$ cat src/rtl/register_vga_renderer.sv
// register_vga_renderer: VGA timing plus an 11-row x 4-digit hex dump of a per-frame register snapshot
// ports: clk, rst (sync, active-high); registersVGA = R0 at [175:160] .. RA at [15:0];
//        hsync/vsync active-low; vgaR/vgaG/vgaB 3-bit colour; frameStart pulses when the snapshot is taken
module register_vga_renderer #(
  parameter int H_ORIGIN = 64,
  parameter int V_ORIGIN = 48,
  parameter int H_VIS = 640,
  parameter int H_FP = 16,
  parameter int H_SYNC = 96,
  parameter int H_BP = 48,
  parameter int V_VIS = 480,
  parameter int V_FP = 10,
  parameter int V_SYNC = 2,
  parameter int V_BP = 33
) (
  input  logic         clk,
  input  logic         rst,
  input  logic [175:0] registersVGA,
  output logic         hsync,
  output logic         vsync,
  output logic [2:0]   vgaR,
  output logic [2:0]   vgaG,
  output logic [2:0]   vgaB,
  output logic         frameStart
);
  localparam logic [9:0] H_LAST = 10'(H_VIS + H_FP + H_SYNC + H_BP - 1);
  localparam logic [9:0] V_LAST = 10'(V_VIS + V_FP + V_SYNC + V_BP - 1);
  localparam logic [9:0] H_VIS_L = 10'(H_VIS);
  localparam logic [9:0] V_VIS_L = 10'(V_VIS);
  localparam logic [9:0] HS0 = 10'(H_VIS + H_FP);
  localparam logic [9:0] HS1 = 10'(H_VIS + H_FP + H_SYNC);
  localparam logic [9:0] VS0 = 10'(V_VIS + V_FP);
  localparam logic [9:0] VS1 = 10'(V_VIS + V_FP + V_SYNC);
  localparam logic [9:0] HX0 = 10'(H_ORIGIN);
  localparam logic [9:0] HX1 = 10'(H_ORIGIN + 80);
  localparam logic [9:0] VY0 = 10'(V_ORIGIN);
  localparam logic [9:0] VY1 = 10'(V_ORIGIN + 264);
  // 4x5 glyphs, five 4-bit rows top first, bit 3 of each row is the leftmost column
  localparam logic [19:0] FONT [16] = '{
    20'hF999F, 20'h26227, 20'hF1F8F, 20'hF1F1F, 20'h99F11, 20'hF8F1F, 20'hF8F9F, 20'hF1244,
    20'hF9F9F, 20'hF9F1F, 20'hF9F99, 20'hE9E9E, 20'hF888F, 20'hE999E, 20'hF8F8F, 20'hF8E88
  };
  logic         r_phase;
  logic [9:0]   r_h;
  logic [9:0]   r_v;
  logic [175:0] r_snap;
  logic [4:0]   r_px;
  logic [1:0]   r_col;
  logic [4:0]   r_py;
  logic [3:0]   r_row;
  logic         r_hs;
  logic         r_vs;
  logic [2:0]   r_rgb;
  logic         r_fs;
  logic         w_tick;
  logic         w_latch;
  logic         w_in;
  logic         w_lit;
  logic [9:0]   w_h_next;
  logic [9:0]   w_v_next;
  logic [15:0]  w_reg;
  logic [3:0]   w_nib;
  logic [19:0]  w_glyph;
  logic [3:0]   w_bits;
  // r_px/r_col and r_py/r_row always describe the current r_h/r_v cell position;
  // they restart whenever the counters step onto the display origin
  always_comb begin
    w_tick = r_phase;
    w_latch = r_h == 10'd0 && r_v == V_VIS_L;
    w_h_next = r_h == H_LAST ? 10'd0 : r_h + 10'd1;
    w_v_next = r_v == V_LAST ? 10'd0 : r_v + 10'd1;
    w_in = r_h < H_VIS_L && r_v < V_VIS_L && r_h >= HX0 && r_h < HX1 && r_v >= VY0 && r_v < VY1
           && r_px < 5'd16 && r_py < 5'd20;
    w_reg = 16'h0;
    for (int i = 0; i < 11; i++) w_reg = r_row == 4'(i) ? r_snap[175 - 16 * i -: 16] : w_reg;
    w_nib = r_col == 2'd0 ? w_reg[15:12] : r_col == 2'd1 ? w_reg[11:8] : r_col == 2'd2 ? w_reg[7:4] : w_reg[3:0];
    w_glyph = FONT[w_nib];
    w_bits = r_py[4:2] == 3'd0 ? w_glyph[19:16] : r_py[4:2] == 3'd1 ? w_glyph[15:12] :
             r_py[4:2] == 3'd2 ? w_glyph[11:8] : r_py[4:2] == 3'd3 ? w_glyph[7:4] : w_glyph[3:0];
    w_lit = w_in && w_bits[~r_px[3:2]];
  end
  always_ff @(posedge clk) begin
    if (rst) begin
      r_phase <= 1'b0;
      r_h <= '0;
      r_v <= '0;
      r_snap <= '0;
      r_px <= '0;
      r_col <= '0;
      r_py <= '0;
      r_row <= '0;
      r_hs <= 1'b1;
      r_vs <= 1'b1;
      r_rgb <= '0;
      r_fs <= 1'b0;
    end else begin
      r_phase <= ~r_phase;
      r_fs <= w_tick && w_latch;
      if (w_tick) begin
        r_h <= w_h_next;
        r_px <= w_h_next == HX0 || r_px == 5'd19 ? 5'd0 : r_px + 5'd1;
        r_col <= w_h_next == HX0 ? 2'd0 : r_px == 5'd19 ? r_col + 2'd1 : r_col;
        if (r_h == H_LAST) begin
          r_v <= w_v_next;
          r_py <= w_v_next == VY0 || r_py == 5'd23 ? 5'd0 : r_py + 5'd1;
          r_row <= w_v_next == VY0 ? 4'd0 : r_py == 5'd23 ? r_row + 4'd1 : r_row;
        end
        if (w_latch) r_snap <= registersVGA;
        r_hs <= !(r_h >= HS0 && r_h < HS1);
        r_vs <= !(r_v >= VS0 && r_v < VS1);
        r_rgb <= {3{w_lit}};
      end
    end
  end
  assign hsync = r_hs;
  assign vsync = r_vs;
  assign vgaR = r_rgb;
  assign vgaG = r_rgb;
  assign vgaB = r_rgb;
  assign frameStart = r_fs;
endmodule

$ cat config.mk
export PLATFORM = sky130hd
export DESIGN_NAME = register_vga_renderer
export DESIGN_NICKNAME = d
export VERILOG_FILES = /design/src/rtl/register_vga_renderer.sv
export SDC_FILE = /design/constraint.sdc
export NUM_CORES = 1
export LEC_CHECK = 0
export CORE_ASPECT_RATIO = 1.2
export CORE_MARGIN = 2
export CORE_UTILIZATION = 58
export DETAILED_ROUTE_END_ITERATION = 10
export GPL_TIMING_DRIVEN = 0
export PLACE_DENSITY = 0.9
export SYNTH_ARGS = -nofsm -noshare
export SYNTH_HDL_FRONTEND = slang
export SYNTH_SLANG_ARGS = --single-unit
$ cat constraint.sdc
create_clock -name clk -period 6.9 [get_ports clk]
set_input_delay 0.69 -clock clk [delete_from_list [all_inputs] [get_ports clk]]
set_output_delay 0.69 -clock clk [all_outputs]
set_load 0.01 [all_outputs]
# After elaboration in Yosys (flattened, before gate mapping)
# Memories as Yosys holds them, arrays and structs flattened.
# Index checks and enable logic that the tools add are counted.
# W data, S select, Z words.
# classes
eq_ne	22
add_sub_neg	6
order_cmp	14
bitwise	3
mux	30
n_reduce_logical	26
# ops
operator	n
$mux W16	11
$mux W20	2
$mux W4	9
$lt A10 B9 Y1 const B	3
$add A10 B1 Y10 const B	2
$eq A10 B10 Y1 const B	2
$lt A10 B10 Y1 const B	2
$mux W10	2
$eq A4 B3 Y1 const B	4
$eq A4 B4 Y1 const B	3
$logic_and A1 B1 Y1	12
$add A5 B1 Y5 const B	2
$eq A10 B6 Y1 const B	1
$eq A10 B7 Y1 const B	1
$eq A10 B9 Y1 const B	1
$eq A5 B5 Y1 const B	2
$ge A10 B10 Y1 const B	1
$ge A10 B6 Y1 const B	1
$ge A10 B7 Y1 const B	1
$ge A10 B9 Y1 const B	1
$logic_not A10 Y1	1
$lt A10 B8 Y1 const B	1
$lt A5 B5 Y1 const B	2
$mux W5	2
other kinds (24)	32
# totals
word_cells	114
mem_bits_ro	320
inputBits	178
output_inout_bits	12
n_memories	1
regBits	217
# mem_list
memory	depth	word_bits	read_ports	rd_ports_with_merged_regs	wr	line	source
(no name shown)	16	20	1	0	0	77	w_glyph = FONT[w_nib];

# Logic depth before layout (Yosys ltp)
# Gate-level depths: netlist of the first run.
# logic_depth
depth_word	26
mapped_depth	25
ltp_nobuf	21

# Least setup slack after synthesis of the first run
# OpenSTA, ideal clock, no wires.
# synth_path
kind	flip-flop to flip-flop
start	register r_row[0]
end	register, netlist name vgaB[0]
t_required_ns	6.828
path_buffers	5
synth_period_minus_slack_ns	4.410
arrival_ns	4.338
setup_slack_ns	2.490
setup_ns	0.072
stages_incl_launch_ff	25
cell_sequence	dfxtp_1 > inv_1 > ha_1 > buf_2 > buf_2 > buf_2 > buf_2 > buf_2 > a21oi_1 > o21ai_0 > a22oi_1 > nor2_1 > a221oi_1 > a21oi_1 > mux4_2 > a22o_1 > a21o_1 > ha_1 > inv_1 > nor3_1 > a21oi_2 > nor2_1 > or3_1 > a222oi_1 > a2bb2oi_1
# synth_between
elab_chain_cells	26
word_cells_on_any_way	36
cone_classes	10 x eq/ne; 22 x mux; 1 x bitwise; 2 x reduce/logical; 1 x memory
# synth_rtl
element	line	source
from (decl)	50	logic [3:0] r_row;
from (signal assigned)	106	r_row <= w_v_next == VY0 ? 4'd0 : r_py == 5'd23 ? r_row + 4'd1 : r_row;
$logic_not A4 Y1	75	for (int i = 0; i < 11; i++) w_reg = r_row == 4'(i) ? r_snap[175 - 16 * i -: 16] : w_reg;
$mux W16 (10 in a row)	75	
$mux W16 (*)	75	
$mux W4 (2 in a row)	76	w_nib = r_col == 2'd0 ? w_reg[15:12] : r_col == 2'd1 ? w_reg[11:8] : r_col == 2'd2 ? w_reg[7:4] : w_reg[3:0];
$mux W4 (*)	76	
$not A4 Y5 (not written as such) (*)	77	
$mem_v2 Z16 W20 (*)	--	
$mux W20 (not written as such) (*) (2 in a row)	77	
$mux W4 (2 in a row)	79	r_py[4:2] == 3'd2 ? w_glyph[11:8] : r_py[4:2] == 3'd3 ? w_glyph[7:4] : w_glyph[3:0];
$mux W4	78	w_bits = r_py[4:2] == 3'd0 ? w_glyph[19:16] : r_py[4:2] == 3'd1 ? w_glyph[15:12] :
$mux W4 (*)	78	
$bmux W1 S2 (*)	80	w_lit = w_in && w_bits[~r_px[3:2]];
$mux W1 (not written as such) (*)	80	
$logic_and A1 B1 Y1 (*)	80	
# Mark *: on every way between the ends. The rest lies on a longest branch, timed or not. The select of a mux whose other input is x is not followed.
# A chain may end at the register's enable or synchronous reset.

# Worst setup path in the final report of the first run
# layout_path
start	register r_row[0]
end	register, netlist name vgaB[0]
# layout_between
elab_chain_cells	26
word_cells_on_any_way	36
cone_classes	10 x eq/ne; 22 x mux; 1 x bitwise; 2 x reduce/logical; 1 x memory
# layout_rtl
element	line
$logic_not A4 Y1	75
$mux W16 (10 in a row)	75
$mux W16 (*)	75
$mux W4 (2 in a row)	76
$mux W4 (*)	76
$not A4 Y5 (not written as such) (*)	77
$mem_v2 Z16 W20 (*)	--
$mux W20 (not written as such) (*) (2 in a row)	77
$mux W4 (2 in a row)	79
$mux W4	78
$mux W4 (*)	78
$bmux W1 S2 (*)	80
$mux W1 (not written as such) (*)	80
$logic_and A1 B1 Y1 (*)	80
# Marks and branches as above.

==> results of run 1 <==
-- final cells by class --
cell class | count | area (um2)
Tap cell | 256 | 320
Buffer | 130 | 573
Clock inverter | 5 | 28.8
Sequential cell | 217 | 4340
Timing Repair Buffer | 189 | 1890
Fill cell | 1494 | 4910
Clock buffer | 27 | 568
Multi-Input combinational cell | 1132 | 5910
Inverter | 29 | 109
-- kinds of logic after synthesis --
group | count (synthesis) | share of synthesized area (%)
AO/OA/AOI/OAI | 441 | 23.4
XOR/XNOR | 22 | 1.76
adder cells (fa/ha/maj) | 20 | 2.29
buffers and inverters | 159 | 6.24
flip-flops | 217 | 39.7
multiplexers | 10 | 1.05
AND/OR/NAND/NOR | 639 | 25.5
-- power by group through the flow --
| stage | sequential, W | combinational (W) | clock, W |
|---|---|---|---|
| 4_1_cts | 0.00126 | 0.000145 | 0.00105 |
| 3_5_place_dp | 0.00128 | 0.000144 | 0 |
| 2_1_floorplan | 0.00128 | 0.0000283 | 0 |
| 6_report | 0.00126 | 0.000146 | 0.00105 |
| 5_1_grt | 0.00126 | 0.000156 | 0.00110 |
| 3_3_place_gp | 0.00128 | 0.000143 | 0 |
-- cells in the final DEF, fill, tap and decap left out, types with 11 or more instances in the layout --
master / instances
a21oi_1: 275
a221oi_1: 11
and3_1: 12
buf_2: 20
clkbuf_1: 94
clkbuf_16: 21
clkdlybuf4s50_1: 189
dfxtp_1: 217
ha_1: 20
inv_1: 29
nand2_1: 416
nand3_1: 15
nand3b_1: 16
nand4_1: 14
nor2_1: 82
nor2b_1: 13
nor3_1: 19
o21ai_0: 53
o22ai_1: 11
xor2_1: 14
-- registers in the layout, indices dropped and copies added, names as in the netlist --
signal,flops
r_snap,176
r_h,10
r_v,10
r_px,5
r_py,5
r_row,4
r_col,2
frameStart,1
hsync,1
r_phase,1
vgaB,1
vsync,1
-- routing by layer --
metal	vias up	GRT usage (%)	part of all wire [%]
li1	5580	-	-
met1	5458	44.3	37
met2	633	66.5	49
met3	172	5.22	6.8
met4	0	21.4	6.9
met5	-	0	0
-- stage by stage --
stage	worst slack, ns	utilization [%]	std cells
global route	0.730	73.7	1985
finish	0.904	73.7	1985
detailed placement	1.23	70.5	1953
global placement	1.20	70.5	1953
floorplan	2.49	-	1508
CTS	1.17	73.7	1985
-- tightest hold or removal path, cell delays in order, from the launching register on --
cell and delay (ns):
dfxtp_1 0.31, nand2_1 0.05, a21oi_1 0.05
-- final timing paths --
kind / from / to / slack, ns / cells after the start
max: r_row[0]$_SDFFE_PP0P_ / vgaB[0]$_SDFFE_PP0P_ / 0.90 / 24
min: r_snap[128]$_SDFFE_PP0P_ / r_snap[128]$_SDFFE_PP0P_ / 0.46 / 2
max reg2reg: r_row[0]$_SDFFE_PP0P_ / vgaB[0]$_SDFFE_PP0P_ / 0.90 / 24
min reg2reg: r_snap[128]$_SDFFE_PP0P_ / r_snap[128]$_SDFFE_PP0P_ / 0.46 / 2
==> metrics, run 1 <==
status=finished clean; DP HPWL=roughly 30 mm; syn_nets=~1,700; Worst-Margin Slew=1.30 ns; Slowest cell on crit path=clkbuf_1; Mapped Avg Cell Area=7.25 um2; initial antenna violation count=0; family with the most delay on the worst path=compound AO/OA/AOI/OAI gates; die width=between 100 and 150 um; FMAX=~170 MHz; most frequent cell after synthesis=nand2_1; Num CTS Buffers=21; Sw Share=21.3%; Cell Rows=between 50 and 60; Clock Skew=~0.017 ns; commonest cells in the netlist=nand2_1, a21oi_1, dfxtp_1; Clock Latency Late Sink=0.50 ns; hold_buf cts=0; Pwr Density=between 150 and 200 mW/mm2; post-route ant nets=0; max-slew violations=0; vias in the first global route=approximately 11,000; internal power=0.00193 W; Synth Register Bits=about 220; maxcap violations=0; cells along the critical path=ha_1, buf_2, buf_2, clkbuf_1, buf_2, nand3b_1, a21oi_1, a21oi_1, o21ai_0, mux2i_1, nor3_1, a221oi_1, a21oi_1, mux2_2, a22o_1, a21o_1, ha_1, inv_1, nor3_1, a21oi_2, nor2_1, or3_1, a222oi_1, a2bb2oi_1; vias per cell=5.97; Placement Cell Area=around 0.013 mm2; post_cts resized=0; # Post-CTS Setup Buffers=0; WHS=around 0.46 ns; crit path launch type=flip-flop; Final period util=between 80 and 90%; P_leak=roughly 4.6 nW; Slew HR=roughly an eighth; Peak VDD IR=roughly 0.00017 V; RSZ-0062 raised after global routing=no; Design Area, Final=between 0.01 and 0.015 mm2; Total GRT Usage=38.1%; layout net count=roughly 1,900; PortBufs=~190; Post-synth EDFFs=0; Async SR Flop Fraction=0%; CTS Sinks=217; Area Overhead vs Synth=25.7%; Critical Path RT=7.33 ns; kind of critical path=flip-flop to flip-flop; number of setup violations in the final report=0; cell accounting for the most synthesized area=dfxtp_1; hold crit path type=flip-flop to flip-flop; Worst EP arrival=6.42 ns; setup_tns=0 ns; CTS max path bufs=3; routed wire length=slightly below 40 mm; vias=11,800; Syn Inst Count=1,508; H-tree depth=1; DRT Pass-1 Iters=8; Core ar.=between 0.015 and 0.02 mm2; Primary FF master, synth=dfxtp_1; Yosys top cell area share=roughly 40%; Initial Util=58.6%; post-layout min period=about 6 ns; largest net degree at the start of global routing=15; layout cell share with drive strength beyond 1=under 10%; Mapped Area=0.0109 mm2; PnR Total Power=0.00245 W; Cell variety after synth=between 70 and 80; drc violations=0; endpoint class of the critical path=flip-flop; die area=about 0.02 mm2; synth top area cells=dfxtp_1, nand2_1, a21oi_1; first-pass GRT wire length=59.4 mm; final hold violation count=0; clock root cell=clkbuf_16; Diodes inserted=0; Clk pwr share=between 40 and 50%; io pins=190; drt first-iter violations=1,102; CP bufs+invs=5; max incr delay on CP=roughly 0.48 ns; sequential area share after synthesis=39.7%; CTS tree=yes; die height=~150 um; Worst-path clk slew=~0.060 ns; wire length per cell=19.4 um; Routability Congestion=1.04; sequential group share of total power=around 50%; switching power total=0.000522 W; grt total ovfl=0; Yosys warning total=0; power share of the combinational group=5.9%; largest fanout on the critical path=10
(Power assumes the default switching activity.)
==> inputs of run 2 (changes only) <==
--- a/config.mk
+++ b/config.mk
@@ -6,7 +6,6 @@
 export NUM_CORES = 1
 export LEC_CHECK = 0
 export CORE_ASPECT_RATIO = 1.2
-export CORE_MARGIN = 2
 export CORE_UTILIZATION = 58
 export DETAILED_ROUTE_END_ITERATION = 10
 export GPL_TIMING_DRIVEN = 0
==> metrics, run 2 (same netlist as run 1, synthesis figures left out) <==
Num CTS Buffers=22; Most flops, register=r_snap; hold_buf cts=0; Slew HR=between 10 and 15%; io pins=190; P_leak=~4.7 nW; wire length per cell=~20 um; drc violations=0; routed wire length=39.4 mm; Clock Skew=approximately 0.0063 ns; final core occ=about three quarters; most used cell, CP=buf_2; Final period util=a little under nine tenths; Slowest cell on crit path=buf_2; post_cts resized=0; endpoint class of the critical path=flip-flop; initial antenna violation count=1; Diodes inserted=0; die height=about 150 um; top layer in use=met5; PortBufs=between 150 and 200; setup_tns=0 ns; Pwr Density=roughly 190 mW/mm2; Worst EP arrival=about 6.4 ns; CTS Sinks=between 200 and 250; most common cell after layout, fill and taps aside=nand2_1; number of setup violations in the final report=0; maxcap violations=0; clock root cell=clkbuf_16; Total GRT Usage=around two fifths; # fillers=roughly 1,400; Worst-Margin Slew=about 1.3 ns; largest net degree at the start of global routing=14; Clock Latency Late Sink=between 0.5 and 0.6 ns; Area Overhead vs Synth=26.6%; CTS max path bufs=3; layout cell share with drive strength beyond 1=4.90%; # Post-CTS Setup Buffers=0; DP HPWL=29.9 mm; vias=approximately 12,000; grt total ovfl=0; Worst-path clk slew=0.06 ns; Cell Rows=54; CP bufs+invs=7; met1 WL=around 14 mm; wire length on met2=around 19 mm; post-layout min period=5.95 ns; H-tree depth=1; CTS tree=yes; most frequent cells in the layout=nand2_1, a21oi_1, dfxtp_1, clkdlybuf4s50_1, clkbuf_1; drt first-iter violations=1,047; Peak VDD IR=0.000207 V; Largest regs=r_snap: 176 flops, r_h: 10 flops, r_v: 10 flops; Largest register FFs=roughly 180; final hold violation count=0; die area=between 0.015 and 0.02 mm2; die width=127 um; status=finished clean; max incr delay on CP=approximately 0.37 ns; post-route ant nets=0; vias in the first global route=about 12,000; hold crit path type=flip-flop to flip-flop; Initial Util=between 50 and 60%; crit path launch type=flip-flop; vias per cell=approximately 6.0; first-pass GRT wire length=about 60 mm; kind of critical path=flip-flop to flip-flop; WL met3=3.38 mm; family with the most delay on the worst path=compound AO/OA/AOI/OAI gates; RSZ-0062 raised after global routing=no; layout net count=1,919; Routability Congestion=0.995; Core ar.=about 0.018 mm2; largest fanout on the critical path=10; max-slew violations=0; DRT Pass-1 Iters=8; FMAX=~170 MHz; Critical Path RT=7.34 ns; PnR Total Power=0.00258 W
[run 2: cell types whose count changed in the layout (fill, tap and decap cells not counted), sizes merged]
cell,change
clkinv,-1
bufinv,+1
clkbuf,+6
[run 2: path summary, 6_finish.rpt]
path | cells after the start | slack [ns] | startpoint | end
max | 25 | 0.95 | r_row[0]$_SDFFE_PP0P_ | vgaB[0]$_SDFFE_PP0P_
min | 2 | 0.45 | r_snap[96]$_SDFFE_PP0P_ | r_snap[96]$_SDFFE_PP0P_
max reg2reg | 25 | 0.95 | r_row[0]$_SDFFE_PP0P_ | vgaB[0]$_SDFFE_PP0P_
min reg2reg | 2 | 0.45 | r_snap[96]$_SDFFE_PP0P_ | r_snap[96]$_SDFFE_PP0P_
[run 2: report_power, final]
| part | internal, W | switching [W] | leakage [nW] |
|---|---|---|---|
| Sequential | 0.00125 | 0.00000222 | 1.75 |
| Combinational | 0.0000968 | 0.0000502 | 2.55 |
| Clock | 0.000688 | 0.000491 | 0.349 |
| Total | 0.00204 | 0.000544 | 4.65 |
[run 2: area by class of cell]
type / count / area [um2] / area share (%)
multi-input cells: 1132 / 5910 / 42.7
flip-flops and latches: 217 / 4340 / 31.4
repair buffers: 189 / 1890 / 13.7
clock buffers: 33 / 653 / 4.72
plain buffers: 130 / 573 / 4.14
well taps: 252 / 315 / 2.28
inverters: 29 / 109 / 0.786
clock inverters: 5 / 50.0 / 0.362
[run 2: worst register-to-register path: cells and delay by family (launching register included)]
kind,cells,cell delay [ns]
adders and majority gates,2,0.44
buffers and inverters,7,1.79
and+or+nand+nor,4,0.59
DFF,1,0.36
AOI/OAI and AO/OA,10,2.13
muxes,2,0.55
[run 2: through the flow]
stage	std cells	worst slack (ns)	cell area (um2)	hold WS [ns]
after global routing	1987	0.920	13800	0.470
after CTS	1987	1.27	13800	0.453
final	1987	0.948	13800	0.451
after global placement	1949	1.34	13100	0.439
after detailed placement	1949	1.29	13100	0.445
after floorplan	1508	2.49	10900	0.427
[run 2: routing by layer]
metal | vias to the layer above | global-route usage, %
met2 | 687 | 68.3
li1 | 5597 | -
met1 | 5528 | 45.1
met3 | 178 | 6.71
met4 | 2 | 26.8
met5 | - | 0
==> inputs of run 3 (changes only) <==
--- a/config.mk
+++ b/config.mk
@@ -10,6 +10,7 @@
 export DETAILED_ROUTE_END_ITERATION = 10
 export GPL_TIMING_DRIVEN = 0
 export PLACE_DENSITY = 0.9
+export SETUP_SLACK_MARGIN = 0.1
 export SYNTH_ARGS = -nofsm -noshare
 export SYNTH_HDL_FRONTEND = slang
 export SYNTH_SLANG_ARGS = --single-unit
==> results of run 3 <==
The final DEF is identical to that of run 2; final timing and power are the same.
==> RTL edit (settings of run 3) <==
The parameter `H_ORIGIN` goes from 64 to 48.
--- a/src/rtl/register_vga_renderer.sv
+++ b/src/rtl/register_vga_renderer.sv
@@ -4,3 +4,3 @@
 module register_vga_renderer #(
-  parameter int H_ORIGIN = 64,
+  parameter int H_ORIGIN = 48,
   parameter int V_ORIGIN = 48,
Function: same outputs for any inputs over 10 cycles, from zero or initial values and one cycle with rst high; that may be too few to reach the edited logic, so the function may still have changed.
==> RTL edit against run 3 <==
  * Via count grew 1.5%
  * Final cell count rose by 2.1%
  * Power rose by 3.9%
  * Routed wire length decreased by 0.84%
  * Core utilization increased by 0.59 points
  * Synthesized area rose by 1.1%
  * Sequential cell count did not move
  * Cell area grew 1.5%
  * Synthesized cell count increased by 2.5%
  * Worst setup slack got worse by 0.27 ns
  * Critical endpoint unchanged
  * Largest cell class unchanged
==> RTL edit: results (changes against run 3) <==
- Status: finished, final reports clean
- R2R cell count: 22 (-12%)
- Fin nets: 1957 (+2.0%)
- Via Count: 12.2k (+1.5%)
- Synth Area in Adders: 2.26% (-0.026 points)
- Total track usage: 39.8% (about the same)
- Commonest cells post-synth: nand2_1, a21oi_1, dfxtp_1
- Synth Area in Compound Gates: 24.7% (+1.3 points)
- Placed Area: 0.0133 sq mm (+0.95%)
- Post-cts sizing count: 0 (unchanged)
- H-tree levels: 1 (unchanged)
- Routed len/inst: 19.2 um (-2.8%)
- Layout cells sized above 1: 4.73% (-0.17 points)
- Arrival time at the worst endpoint: 6.65 ns (+0.26 ns)
- DRT iter0 DRCs: 1172 (+12%)
- Global-route wire length before repair: 61300 um (+1.8%)
- Post-synthesis xor/xnor area fraction: 1.11% (-0.65 points)
- Max clock buf depth: 3 (unchanged)
- Clock skew: 0.0108 ns (+0.00455 ns)
- Least-Margin Pin Slew: 1.29 ns (+0.0197 ns)
- Final period utilization: 90.2% (+4.0 points)
- Max IR drop VDD: 0.000179 V (-14%)
- Clock root buffer: clkbuf_16
- Initial antenna violation count: 0 (-1)
- Routability cong.: 1.01 (+2.0%)
- Reg2Reg Setup Slack: 0.68 ns (-0.27 ns)
- Async SR Flop Fraction: 0% (unchanged)
- Net Sw Power: 0.000569 W (+4.6%)
- Syn_nets: 1743 (+2.2%)
- Largest net degree at the start of global routing: 16 (+2)
- Leak: 4.70 nW (+1.1%)
- Top area cells in the synthesized netlist: dfxtp_1, nand2_1, a21oi_1
- Mux cell area share after synthesis: 0.554% (-0.50 points)
- Post-DP HPWL: 29500 um (-1.1%)
- CTS clk-pin slew, worst paths: 0.06 ns (about the same)
- Placement Setup Slack: 1.01 ns (-0.281 ns)
- Post-synth top area share: 39.3% (-0.45 points)
- Register area share after synthesis: 39.3% (-0.45 points)
- TritonRoute pass-1 iters: 6 (-2)
==> RTL edit: cell types whose count changed in the layout (fill, tap and decap cells not counted), moves of 6 or more <==
cell,run 3,this run
a31oi_1,9,15
inv_1,29,44
nand2_1,416,448
nand3_1,15,22
nand3b_1,16,22
nor2_1,82,69
nor4_1,9,2
o221ai_1,1,10
==> RTL edit: how the worst min path moves through the flow <==
stage	end	slack, ns	startpoint	depth (start not counted)
finish	r_snap[77]	0.46	r_snap[77]	2
global route	r_snap[109]	0.48	r_snap[109]	2
CTS	r_snap[109]	0.46	r_snap[109]	2
detailed placement	r_snap[139]	0.45	r_snap[139]	2
global placement	r_snap[6]	0.44	r_snap[6]	2
floorplan	r_snap[81]	0.43	r_snap[81]	2
==> RTL edit: power by group through the flow <==
stage	registers [W]	clock network (W)	logic (W)
finish	0.00126	0.00128	0.000144
global route	0.00126	0.00133	0.000153
CTS	0.00126	0.00128	0.000144
detailed placement	0.00129	0	0.000142
global placement	0.00128	0	0.000141
floorplan	0.00128	0	0.0000271
==> RTL edit: kinds of logic after synthesis <==
group,Yosys count
AOI/OAI and AO/OA,460
xor gates and xnor gates,14
adders and majority gates,20
buffers and inverters,177
DFF,217
muxes,6
and+or+nand+nor,651
==> RTL edit: stage by stage <==
step                std cells  utilization, %
finish                   2028            76.2
global route             2027            76.2
CTS                      2026            76.1
detailed placement       1986            71.9
global placement         1986            71.9
floorplan                1545               -
==> RTL edit: final cells by class <==
class	instances	area, sq um
Timing Repair Buffer	190	1900
Fill cell	1419	4390
Multi-Input combinational cell	1151	5970
Sequential cell	217	4340
Clock buffer	30	642
Antenna cell	1	2.50
Inverter	44	165
Buffer	133	574
Clock inverter	10	133
Tap cell	252	315
==> RTL edit: routing by layer <==
metal | vias up | wire length (um) | track usage [%]
li1 | 5709 | - | -
met1 | 5636 | 15100 | 48.7
met2 | 667 | 18000 | 65.9
met3 | 163 | 3620 | 8.23
met4 | 0 | 2290 | 20.2
met5 | - | 0 | 0
==> RTL edit: worst max-delay path, stage by stage (launching register included) <==
cell and delay (ns):
dfxtp_1 0.35, inv_1 0.11, ha_1 0.26, buf_2 0.29
buf_1 0.47, clkbuf_1 0.58, buf_1 0.51, a21oi_1 0.16
o21ai_0 0.42, nand2_1 0.15, a31oi_1 0.36, o221ai_1 0.21
a221oi_1 0.28, nor3_1 0.10, a21oi_1 0.36, ha_1 0.32
nor2_1 0.09, a21oi_1 0.16, o41ai_2 0.07, o21bai_1 0.18
a2111oi_1 0.44, o31ai_1 0.15, o31ai_1 0.08
